File: src/rtl/fmpadding_cfg_axi.sv
// fmpadding_cfg_axi: run-time configurable feature-map padder for SIMD-folded AXI-Stream activations,
// with shadowed config committed on frame boundaries, TLAST generation and frame status.
module fmpadding_cfg_axi #(
    parameter int XCOUNTER_BITS = 8,
    parameter int YCOUNTER_BITS = 8,
    parameter int NUM_CHANNELS  = 4,
    parameter int SIMD          = 2,
    parameter int ELEM_BITS     = 8,
    localparam int STREAM_BITS  = 8 * ((SIMD * ELEM_BITS + 7) / 8)
) (
    input  logic                   ap_clk,
    input  logic                   ap_rst_n,
    input  logic                   we,
    input  logic [2:0]             wa,
    input  logic [31:0]            wd,
    output logic                   s_axis_tready,
    input  logic                   s_axis_tvalid,
    input  logic [STREAM_BITS-1:0] s_axis_tdata,
    input  logic                   m_axis_tready,
    output logic                   m_axis_tvalid,
    output logic [STREAM_BITS-1:0] m_axis_tdata,
    output logic                   m_axis_tlast,
    output logic                   frame_done,
    output logic                   busy
);
    localparam int SF = NUM_CHANNELS / SIMD;
    localparam int SB = $clog2(SF + 1) + 1;
    localparam logic [SB-1:0] S_INIT = SB'(SF - 2);

    if (NUM_CHANNELS < SIMD || NUM_CHANNELS % SIMD != 0) begin : g_bad_fold
        $error("NUM_CHANNELS must be a positive multiple of SIMD");
    end

    logic [XCOUNTER_BITS-1:0] xon_s, xoff_s, xend_s, xon, xoff, xend, xcnt;
    logic [YCOUNTER_BITS-1:0] yon_s, yoff_s, yend_s, yon, yoff, yend, ycnt;
    logic [ELEM_BITS-1:0]     pad_s, pad;
    logic [SB-1:0]            scnt;
    logic                     commit_pend, started;
    logic                     a_vld, b_vld, b_last;
    logic [STREAM_BITS-1:0]   a_dat, b_dat, pad_beat;
    logic                     fwd, b_ld, sen, in_acc, last_gen, commit;
    logic                     unused_wd;

    assign unused_wd     = ^wd;
    assign fwd           = xcnt >= xon && xcnt < xoff && ycnt >= yon && ycnt < yoff;
    assign b_ld          = m_axis_tready || !b_vld;
    assign sen           = b_ld && (s_axis_tvalid || a_vld || !fwd);
    assign in_acc        = s_axis_tvalid && !a_vld;
    assign last_gen      = scnt[SB-1] && xcnt == xend && ycnt == yend;
    // Active config only moves while idle or on the edge that closes a frame.
    assign commit        = commit_pend && (!started || (sen && last_gen));
    assign pad_beat      = STREAM_BITS'({SIMD{pad}});
    assign s_axis_tready = !a_vld;
    assign m_axis_tvalid = b_vld;
    assign m_axis_tdata  = b_dat;
    assign m_axis_tlast  = b_vld && b_last;
    assign busy          = started;

    always_ff @(posedge ap_clk or negedge ap_rst_n) begin
        if (!ap_rst_n) begin
            xon_s       <= '0;
            xoff_s      <= '0;
            xend_s      <= '0;
            pad_s       <= '0;
            yon_s       <= '0;
            yoff_s      <= '0;
            yend_s      <= '0;
            xon         <= '0;
            xoff        <= '0;
            xend        <= '0;
            pad         <= '0;
            yon         <= '0;
            yoff        <= '0;
            yend        <= '0;
            commit_pend <= 1'b0;
        end else begin
            if (we) begin
                case (wa)
                    3'd0:    xon_s  <= wd[XCOUNTER_BITS-1:0];
                    3'd1:    xoff_s <= wd[XCOUNTER_BITS-1:0];
                    3'd2:    xend_s <= wd[XCOUNTER_BITS-1:0];
                    3'd3:    pad_s  <= wd[ELEM_BITS-1:0];
                    3'd4:    yon_s  <= wd[YCOUNTER_BITS-1:0];
                    3'd5:    yoff_s <= wd[YCOUNTER_BITS-1:0];
                    3'd6:    yend_s <= wd[YCOUNTER_BITS-1:0];
                    default: ;
                endcase
            end
            // A fresh request arriving on a commit edge survives for the next boundary.
            commit_pend <= (we && wa == 3'd7 && wd[0]) || (commit_pend && !commit);
            if (commit) begin
                xon  <= xon_s;
                xoff <= xoff_s;
                xend <= xend_s;
                pad  <= pad_s;
                yon  <= yon_s;
                yoff <= yoff_s;
                yend <= yend_s;
            end
        end
    end

    always_ff @(posedge ap_clk or negedge ap_rst_n) begin
        if (!ap_rst_n) begin
            scnt    <= S_INIT;
            xcnt    <= '0;
            ycnt    <= '0;
            started <= 1'b0;
        end else if (sen) begin
            started <= !last_gen;
            if (scnt[SB-1]) begin
                scnt <= S_INIT;
                if (xcnt == xend) begin
                    xcnt <= '0;
                    ycnt <= ycnt == yend ? '0 : ycnt + 1'b1;
                end else begin
                    xcnt <= xcnt + 1'b1;
                end
            end else begin
                scnt <= scnt - 1'b1;
            end
        end
    end

    // Slot A parks an accepted beat that B cannot take this cycle (stall or pad position).
    always_ff @(posedge ap_clk or negedge ap_rst_n) begin
        if (!ap_rst_n) begin
            a_vld      <= 1'b0;
            a_dat      <= '0;
            b_vld      <= 1'b0;
            b_dat      <= '0;
            b_last     <= 1'b0;
            frame_done <= 1'b0;
        end else begin
            if (in_acc && !(b_ld && fwd)) begin
                a_vld <= 1'b1;
                a_dat <= s_axis_tdata;
            end else if (sen && fwd) begin
                a_vld <= 1'b0;
            end
            if (b_ld)
                b_vld <= sen;
            if (sen) begin
                b_dat  <= fwd ? (a_vld ? a_dat : s_axis_tdata) : pad_beat;
                b_last <= last_gen;
            end
            frame_done <= m_axis_tvalid && m_axis_tready && m_axis_tlast;
        end
    end
endmodule

File: config.mk
export PLATFORM = sky130hd
export DESIGN_NAME = fmpadding_cfg_axi
export DESIGN_NICKNAME = d
export VERILOG_FILES = /design/src/rtl/fmpadding_cfg_axi.sv
export SDC_FILE = /design/constraint.sdc
export NUM_CORES = 1
export LEC_CHECK = 0
export ABC_AREA = 1
export CAP_MARGIN = 25
export CORE_MARGIN = 2
export CORE_UTILIZATION = 55
export CTS_CLUSTER_DIAMETER = 60
export DETAILED_ROUTE_END_ITERATION = 6
export PLACE_DENSITY = 0.77
export SETUP_SLACK_MARGIN = 0.15
export SLEW_MARGIN = 10
export SYNTH_ARGS = -nofsm -noshare
export SYNTH_HDL_FRONTEND = slang
export SYNTH_SLANG_ARGS = --single-unit
File: constraint.sdc
create_clock -name ap_clk -period 4.15 [get_ports ap_clk]
set_input_delay 0.415 -clock ap_clk [delete_from_list [all_inputs] [get_ports ap_clk]]
set_output_delay 0.415 -clock ap_clk [all_outputs]
set_load 0.01 [all_outputs]
==> out/results.txt <==
Synth Cell Area - 0.00801 mm²
Layout Cells excl Fill - 1195
Worst-path cell chain - ha_1 > a21oi_1 > o21ai_0 > nor2_1 > nand2_1 > nor2_1 > nand4_1 > nand3_2 > nand2_2 > nand2_1 > buf_12 > nand2_1 > nand2_1
Clk_skew - 0.00795 ns
Warnings from Yosys - 0
I/O pins - 77
DRT met1 WL - 8250 µm
Layout fillers - 1157
Met3 WL - 821 µm
All-layer global routing usage - 23.7%
Endpoints failing setup - 0
Startpoint Class - flop
Hold crit path type - input pin to asynchronous set/reset pin
Die height - 125 µm
Post-synth top cells - 356 x nand2_1, 169 x dfrtp_1, 88 x inv_1
Top cells by area, synth - dfrtp_1 53%, nand2_1 17%, o21ai_0 5.3%, ha_1 5.2%, nand3_1 4.3%
Root Driver - clkbuf_16
Syn Nets - 1044
DRT iter0 DRCs - 613
Crit end category - flop
First-pass GRT wire length - 29500 µm
Max-slew violations - 0
Final wirelength - 17400 µm
Clk sinks - 169
Core area - 0.0144 mm²
Crit path DAT - 3.44 ns
I/O Buffers - 52
Most area-hungry cell type in the Yosys netlist - dfrtp_1
H-tree depth - 4
Max IR drop VDD - 348 µV
FF-to-FF setup slack - 1.07 ns
Power density over cell area - 685 mW/mm²
Vias per cell - 5.30
Layout cells sized above 1 - 5.04%
Die width - 125 µm
Period utilisation layout - 74.3%
Leak pwr - 4.82 nW
Syn avg cell area - 8.38 µm²
Final hold viol count - 0
CP most frequent cell - nand2_1
Top layer in use - met4
Worst R2R End - xend[3]
Skew-Pair Late Insertion Delay - 0.43 ns
Yosys top cell area share - 52.8%
Synthesized instance count - 955
Status - finished clean
Worst Tran Pin Value - 0.801 ns
Min Tclk post-route - 3.08 ns
R2R depth - 13
Syn-to-layout area delta - 15.5%
Crit path required time - 4.51 ns
Count leader, synth - nand2_1
Vias in the first global route - 6011
Worst flop-to-flop path startpoint - ycnt[5]
Routed wire per std cell - 14.6 µm
# nets final - 1087
Seq/Total Area, Yosys - 52.8%
RSZ-0062 raised after global routing - no
Slew headroom - 46.5%
Metal2 WL - 8040 µm
Slowest cell on the critical path - nand2_1
Clock transition at path regs - 0.06 ns
Post-DP HPWL - 11100 µm
Predominant post-synthesis flop cell - dfrtp_1
Async SR Flop Fraction - 100%
Vias - 6333
ANT cells - 0
Total Neg Setup Slack - 0 ns
Post-CTS Setup Bufs - 0
Die area - 0.0155 mm²
Critical path's largest stage delay - 0.59 ns
Antenna-violating nets left - 0
Hold buffers post-CTS - 0
Initial core utilization - 55.7%
Placer Congestion - 0.890
Largest net degree at the start of global routing - 109
Num CTS Buffers - 17
Hold slack final - 0.400 ns
Initial antenna violation count - 0
DRC - 0
Unique masters post-synth - 29
Worst setup path class - flop to flop
Post-cts repair resize count - 0
Grt ovf - 0
Inst Count DP - 1161
CP Max Fanout - 36
Fmax - 0.324 GHz
# rows - 44
CTS tree - done
Max-cap violations - 0
Clock buffer depth - 2
Drt first pass iters - 5
Post-synthesis register bit count - 169
EDFF count, synth - 0
how the worst max path moves through the flow:
stage | cells past startpoint | endpoint | from | slack (ns)
final | 13 | xend[3] | ycnt[5] | 1.07
after CTS | 13 | xend[3] | ycnt[5] | 1.08
after global placement | 13 | yoff[5] | ycnt[5] | 1.17
after detailed placement | 13 | xend[2] | ycnt[5] | 1.12
after global routing | 13 | xon[6] | ycnt[5] | 0.82
after floorplan | 13 | xon[0] | ycnt[7] | 2.06
kinds of logic after synthesis:
| logic type | Yosys count | share of synthesized area (%) |
|---|---|---|
| buffers and inverters | 129 | 6.92 |
| AND/OR/NAND/NOR | 480 | 24.6 |
| XOR/XNOR | 20 | 2.19 |
| flip-flops | 169 | 52.8 |
| AO/OA/AOI/OAI | 124 | 8.28 |
| adder cells (fa/ha/maj) | 33 | 5.16 |
power by group:
part	switching, mW	internal [mW]	total, mW
Sequential	0.350	2.15	2.50
Clock	0.640	0.910	1.55
Combinational	1.46	0.821	2.28
Total	2.45	3.88	6.33
critical path: cells and delay by family, from the launching register on:
family / cells / cell delay, ns
simple gates: 9 / 1.61
flops: 1 / 0.52
buf+inv: 1 / 0.28
fa+ha+maj: 1 / 0.31
compound gates: 2 / 0.28
routing by layer:
metal / vias to the layer above / track usage (%)
li1: 3131 / -
met1: 3030 / 34.1
met3: 19 / 4.73
met5: - / 0
met4: 0 / 7.80
met2: 153 / 36.5
layout by cell type (no fill, tap or decap), types with 2 or more instances in the layout:
| master | count |
|---|---|
| a21oi_1 | 17 |
| nand3_1 | 69 |
| dfrtp_1 | 169 |
| inv_6 | 2 |
| buf_12 | 2 |
| nand3b_1 | 2 |
| buf_4 | 4 |
| nand4_1 | 2 |
| o21ai_0 | 84 |
| nor2_1 | 35 |
| clkbuf_16 | 17 |
| xnor2_1 | 3 |
| clkinvlp_4 | 3 |
| o211ai_1 | 16 |
| ha_1 | 33 |
| nor3b_1 | 2 |
| nor3_1 | 3 |
| inv_1 | 88 |
| clkbuf_8 | 5 |
| nand2_1 | 356 |
| or2_1 | 2 |
| clkdlybuf4s50_1 | 51 |
| inv_2 | 4 |
| xor2_1 | 17 |
| nand3_2 | 4 |
| o21ai_1 | 6 |
| clkbuf_1 | 2 |
| nand4_2 | 2 |
through the flow:
stage	power [mW]	utilization (%)	setup WS (ns)	area (µm²)
4_1_cts	6.34	64.1	1.08	9210
6_report	6.33	64.3	1.07	9250
3_3_place_gp	4.66	60.0	1.17	8620
3_5_place_dp	4.77	60.0	1.12	8620
5_1_grt	6.85	64.3	0.823	9250
2_1_floorplan	4.14	-	2.06	8010
cell type report:
class	instances	area, µm²	share of cell area [%]
clock buffer	24	502	5.43
clock inverter	8	83.8	0.907
inverter	93	349	3.78
multi-input combinational	657	3220	34.8
sequential	169	4230	45.7
tap	184	230	2.49
timing repair buffer	60	629	6.81
No activity file was read; power rests on OpenSTA's default activity.
